<file path="src/rtl/cache_replacement_unit.sv">
// rtl/cache_replacement_unit.sv - per-set victim selection with tree-PLRU, round-robin or LFSR policy
module cache_replacement_unit #(
    parameter int DEPTH         = 32,
    parameter int ASSOCIATIVITY = 4,
    parameter int POLICY        = 0,
    localparam int IW           = $clog2(DEPTH),
    localparam int WW           = $clog2(ASSOCIATIVITY)
) (
    input  logic                     clk,
    input  logic                     rst_n,
    input  logic [IW-1:0]            query_index,
    input  logic [ASSOCIATIVITY-1:0] query_valid_ways,
    output logic [WW-1:0]            victim_way,
    output logic                     all_valid,
    input  logic                     touch_en,
    input  logic [IW-1:0]            touch_index,
    input  logic [WW-1:0]            touch_way,
    input  logic                     fill_en,
    input  logic [IW-1:0]            fill_index,
    input  logic [WW-1:0]            fill_way
);
    localparam int NW = ASSOCIATIVITY - 1;

    logic [WW-1:0] policy_way;
    logic [WW-1:0] invalid_way;

    if (ASSOCIATIVITY < 2 || ASSOCIATIVITY > 16 || (ASSOCIATIVITY & (ASSOCIATIVITY - 1)) != 0) begin : g_bad_assoc
        $error("ASSOCIATIVITY must be a power of two from 2 to 16");
    end
    if (DEPTH < 2 || (DEPTH & (DEPTH - 1)) != 0) begin : g_bad_depth
        $error("DEPTH must be a power of two, at least 2");
    end

    // Lowest-indexed invalid way wins over any policy choice.
    always_comb begin
        invalid_way = '0;
        for (int w = ASSOCIATIVITY - 1; w >= 0; w--) begin
            if ((query_valid_ways & (ASSOCIATIVITY'(1) << w)) == '0) invalid_way = WW'(w);
        end
    end

    assign all_valid  = &query_valid_ways;
    assign victim_way = all_valid ? policy_way : invalid_way;

    if (POLICY == 0) begin : g_plru
        logic [NW-1:0] tree [DEPTH];
        logic          touch_live;

        // Nodes are heap-ordered, so level l's node on a way's path is (2^l - 1) + (way >> (WW - l)).
        function automatic logic [NW-1:0] touched(input logic [NW-1:0] row, input logic [WW-1:0] way);
            logic [NW-1:0] r;
            int            node;
            r = row;
            for (int l = 0; l < WW; l++) begin
                node = (1 << l) - 1 + int'(way >> (WW - l));
                if (((way >> (WW - 1 - l)) & WW'(1)) == '0) r = r | (NW'(1) << node);
                else                                        r = r & ~(NW'(1) << node);
            end
            return r;
        endfunction

        always_comb begin
            logic [NW-1:0] row;
            int            node;
            row  = tree[query_index];
            node = 0;
            for (int l = 0; l < WW; l++) begin
                node = 2 * node + 1 + (((row & (NW'(1) << node)) != '0) ? 1 : 0);
            end
            policy_way = WW'(node - NW);
        end

        // A fill to the same set overrides the touch.
        assign touch_live = touch_en && !(fill_en && fill_index == touch_index);

        always_ff @(posedge clk) begin
            if (!rst_n) begin
                tree <= '{default: '0};
            end else begin
                if (touch_live) tree[touch_index] <= touched(tree[touch_index], touch_way);
                if (fill_en)    tree[fill_index]  <= touched(tree[fill_index], fill_way);
            end
        end
    end else if (POLICY == 1) begin : g_rr
        logic [WW-1:0] ctr [DEPTH];
        logic          rr_unused;

        assign rr_unused  = ^{touch_en, touch_index, touch_way, fill_way};
        assign policy_way = ctr[query_index];

        always_ff @(posedge clk) begin
            if (!rst_n) begin
                ctr <= '{default: '0};
            end else if (fill_en) begin
                ctr[fill_index] <= ctr[fill_index] + 1'b1;
            end
        end
    end else if (POLICY == 2) begin : g_lfsr
        logic [15:0] lfsr;
        logic        lfsr_unused;

        assign lfsr_unused = ^{query_index, touch_en, touch_index, touch_way, fill_en, fill_index, fill_way};
        assign policy_way  = lfsr[WW-1:0];

        // x^16 + x^14 + x^13 + x^11 + 1, shifting left with feedback into bit 0.
        always_ff @(posedge clk) begin
            if (!rst_n) lfsr <= 16'hACE1;
            else        lfsr <= {lfsr[14:0], lfsr[15] ^ lfsr[13] ^ lfsr[12] ^ lfsr[10]};
        end
    end else begin : g_bad_policy
        $error("POLICY must be 0, 1 or 2");
    end
endmodule
</file>
<file path="config.mk">
export PLATFORM = sky130hd
export DESIGN_NAME = cache_replacement_unit
export DESIGN_NICKNAME = d
export VERILOG_FILES = /design/src/rtl/cache_replacement_unit.sv
export SDC_FILE = /design/constraint.sdc
export NUM_CORES = 1
export LEC_CHECK = 0
export BUFFER_PORTS_ARGS = -buffer_cell sky130_fd_sc_hd__buf_2
export CAP_MARGIN = 20
export CORE_UTILIZATION = 45
export CTS_CLUSTER_DIAMETER = 120
export CTS_CLUSTER_SIZE = 14
export DETAILED_ROUTE_END_ITERATION = 12
export PLACE_DENSITY = 0.59
export SYNTH_ARGS = -nofsm -noshare
export SYNTH_HDL_FRONTEND = slang
export SYNTH_SLANG_ARGS = --single-unit
</file>
<file path="constraint.sdc">
create_clock -name clk -period 4.6 [get_ports clk]
set_input_delay 1.15 -clock clk [delete_from_list [all_inputs] [get_ports clk]]
set_output_delay 1.15 -clock clk [all_outputs]
set_load 0.02 [all_outputs]
</file>
==> key figures <==
Route
  – Vias per cell: 7.30
  – Vias: 7,195
  – DR DRC count: 0
  – DR WL/cell: 28.0 µm
  – Final WL: 27.7 mm
  – DR pass1 iterations: 6
  – Final ANT Viol Nets: 0
  – Starting DRT DRC Count: 971

Floorplanning
  – Die W: 128 µm
  – Die H: 128 µm
  – Core area: 15,400 µm²
  – Die ar.: 16,500 µm²
  – IO Count: 30
  – Starting Density: 46.8%
  – Row cnt: 45

Timing
  – Final Cycle Share: 93.9%
  – Post-layout min period: 4.32 ns
  – F_max: 232 MHz
  – Slew headroom: 34.4%
  – Clock Skew: 0.0101 ns
  – Max-slew violations: 0
  – Worst slew pin tran: 0.979 ns
  – RSZ-0062 raised after global routing: false
  – # setup viols final: 0
  – Final worst slack: 0.282 ns
  – Final hold vios: 0
  – Final setup TNS: 0 ns

Global route
  – Largest net degree at the start of global routing: 55
  – Vias in the first global route: 6,968
  – GRT Util Overall: 34.7%
  – Total grt overflow: 0
  – Initial antenna violation count: 0
  – First-pass GRT wire length: 42.1 mm

Job
  – Max-cap viol count: 0

Clocking
  – # Post-CTS Setup Buffers: 0
  – Hold_buf cts: 0
  – Clock root buffer: clkbuf_16
  – Max Buffers Root-to-Sink: 2
  – CTS Sinks: 96
  – Worst-path clk slew: 0.06 ns
  – TritonCTS clock tree: built
  – H-tree depth: 3
  – Post-cts resize count: 0
  – Clock Latency Late Sink: 0.37 ns
  – Num CTS Buffers: 9

Logic synthesis
  – Leading post-synthesis cells by cell area: dfxtp_1 (27%), mux4_2 (15%), a211oi_1 (6.5%), a22oi_2 (5.2%), nand2_1 (3.8%)
  – Syn avg cell area: 9.24 µm²
  – Synthesis-stage register bit count: 96
  – Mapped Nets: 805
  – Async SR Flop Fraction: 0%
  – Sequential element share of the synthesized area: 26.7%
  – Synth cell count leaders: dfxtp_1 (96), nand2_1 (73), nor2_1 (63), a211oi_1 (62), mux4_2 (48)
  – Gate Count Post-Synth: 778
  – Most common cell in the netlist: dfxtp_1
  – Number of enable flip-flop cells after synthesis: 0
  – Syn. warnings: 0
  – Mapped Area: 7190 µm²
  – Synth area leader: dfxtp_1
  – Synth unique cells: 72
  – Most used DFF post-synth: dfxtp_1
  – Post-synth top area share: 26.7%

Finish
  – Fin area: 7680 µm²
  – Final nets: 797
  – Share of layout cells above drive strength 1: 22.8%
  – Final Instance Count excl. Fillers: 986
  – Max FFs per register: 96
  – Filler Cell Count: 1,439
  – Area growth, synth to finish: 6.81%
  – Largest registers: g_plru.tree: 96 flops
  – Ant. Diodes: 0
  – Reg with most FFs: g_plru.tree

Place
  – Placed cells: 970
  – I/O Buffers: 29
  – Final HPWL DP: 19.2 mm
  – Post-DP Area: 7410 µm²
  – Worst slack, placed: 0.307 ns
  – GPL Wtd Cong: 0.974

Outcome
  – Status: complete, no violations

Power
  – Lkg Pwr: 2.60 nW
  – Power per cell area: 256 nW/µm²
  – Clock power share: 37.0%
  – Seq pwr share: 44.6%
  – Sw Share: 31.4%
  – Max VDD drop: 0.000184 V
  – P_int: 1.35 mW
  – Comb pwr share: 18.5%
  – P_sw: 0.616 mW

Critical path
  – Worst setup SP type: input pin
  – WP data arrival: 3.17 ns
  – Worst EP required: 3.45 ns
  – Worst Setup End Kind: primary output
  – Critical path peak fanout: 12
  – Path type of the worst setup path: in2out

Worst hold path
  – Min-Delay Path Class: reg2reg
## worst paths after layout
check | slack, ns | depth (start not counted) | from | end
max | 0.28 | 9 | query_index[0] | victim_way[0]
min | 0.61 | 2 | g_plru.tree[19]$_SDFF_PN0_ | g_plru.tree[19]$_SDFF_PN0_
max reg2reg | 2.24 | 6 | g_plru.tree[1]$_SDFF_PN0_ | g_plru.tree[49]$_SDFF_PN0_
min reg2reg | 0.61 | 2 | g_plru.tree[19]$_SDFF_PN0_ | g_plru.tree[19]$_SDFF_PN0_
## placed cells by master (no fill, tap or decap), types with 5 or more instances in the layout
cell       count
mux4_2        48
mux2i_1       19
a22oi_2       30
a211oi_1      62
o211ai_1       5
a221oi_1      16
buf_2         29
a31oi_1       33
nand2b_1      11
o211a_1        6
o21ai_0       21
and2_1         9
nor2_1        63
buf_4         28
mux2_2         6
nor2b_1       15
dfxtp_1       96
nand4_1       27
inv_1          5
clkbuf_16      9
o2111ai_1      6
o311a_1        6
nand3_1       19
nand2_1       73
a22oi_1       15
a21oi_1        9
nor3_1        23
## critical path, stage by stage
cell      delay, ns
buf_2          0.29
buf_12         0.21
mux4_2         0.51
a22oi_1        0.30
nand2_1        0.12
mux2i_1        0.19
nand3b_1       0.10
nand3_1        0.10
buf_2          0.17
## cells by family after synthesis
logic type	Yosys count	synth area share, %
simple gates	269	18.6
flops	96	26.7
xor+xnor	4	0.487
buf+inv	85	6.51
compound gates	251	29.0
mux	73	18.6
## area by class of cell
cell class                 count  area, µm²  share of cell area, %
multi-input combinational    597       4800                   62.5
sequential                    96       1920                   25.0
timing repair buffer          59        395                   5.15
tap                          211        264                   3.44
clock buffer                  13        250                   3.26
inverter                       7       26.3                  0.342
clock inverter                 3       17.5                  0.228
## per-layer routing
layer	up-vias	GRT usage [%]	share of wire, %
met2	504	53.4	44
met3	107	8.98	11
met1	3495	44.6	40
li1	3089	-	-
met5	-	0	0
met4	0	19.0	5.4
## metrics by stage
step | hold slack [ns] | util [%] | power (mW)
6_report | 0.615 | 49.9 | 1.96
5_1_grt | 0.639 | 49.9 | 2.02
4_1_cts | 0.606 | 49.9 | 1.96
3_5_place_dp | 0.597 | 48.2 | 1.24
3_3_place_gp | 0.593 | 48.2 | 1.24
2_1_floorplan | 0.539 | - | 1.13
## power groups by stage
stage / registers (mW) / logic (mW) / clock network (mW)
6_report: 0.875 / 0.362 / 0.726
5_1_grt: 0.875 / 0.378 / 0.769
4_1_cts: 0.872 / 0.352 / 0.733
3_5_place_dp: 0.891 / 0.351 / 0
3_3_place_gp: 0.892 / 0.346 / 0
2_1_floorplan: 0.879 / 0.248 / 0
(Power assumes the default switching activity.)
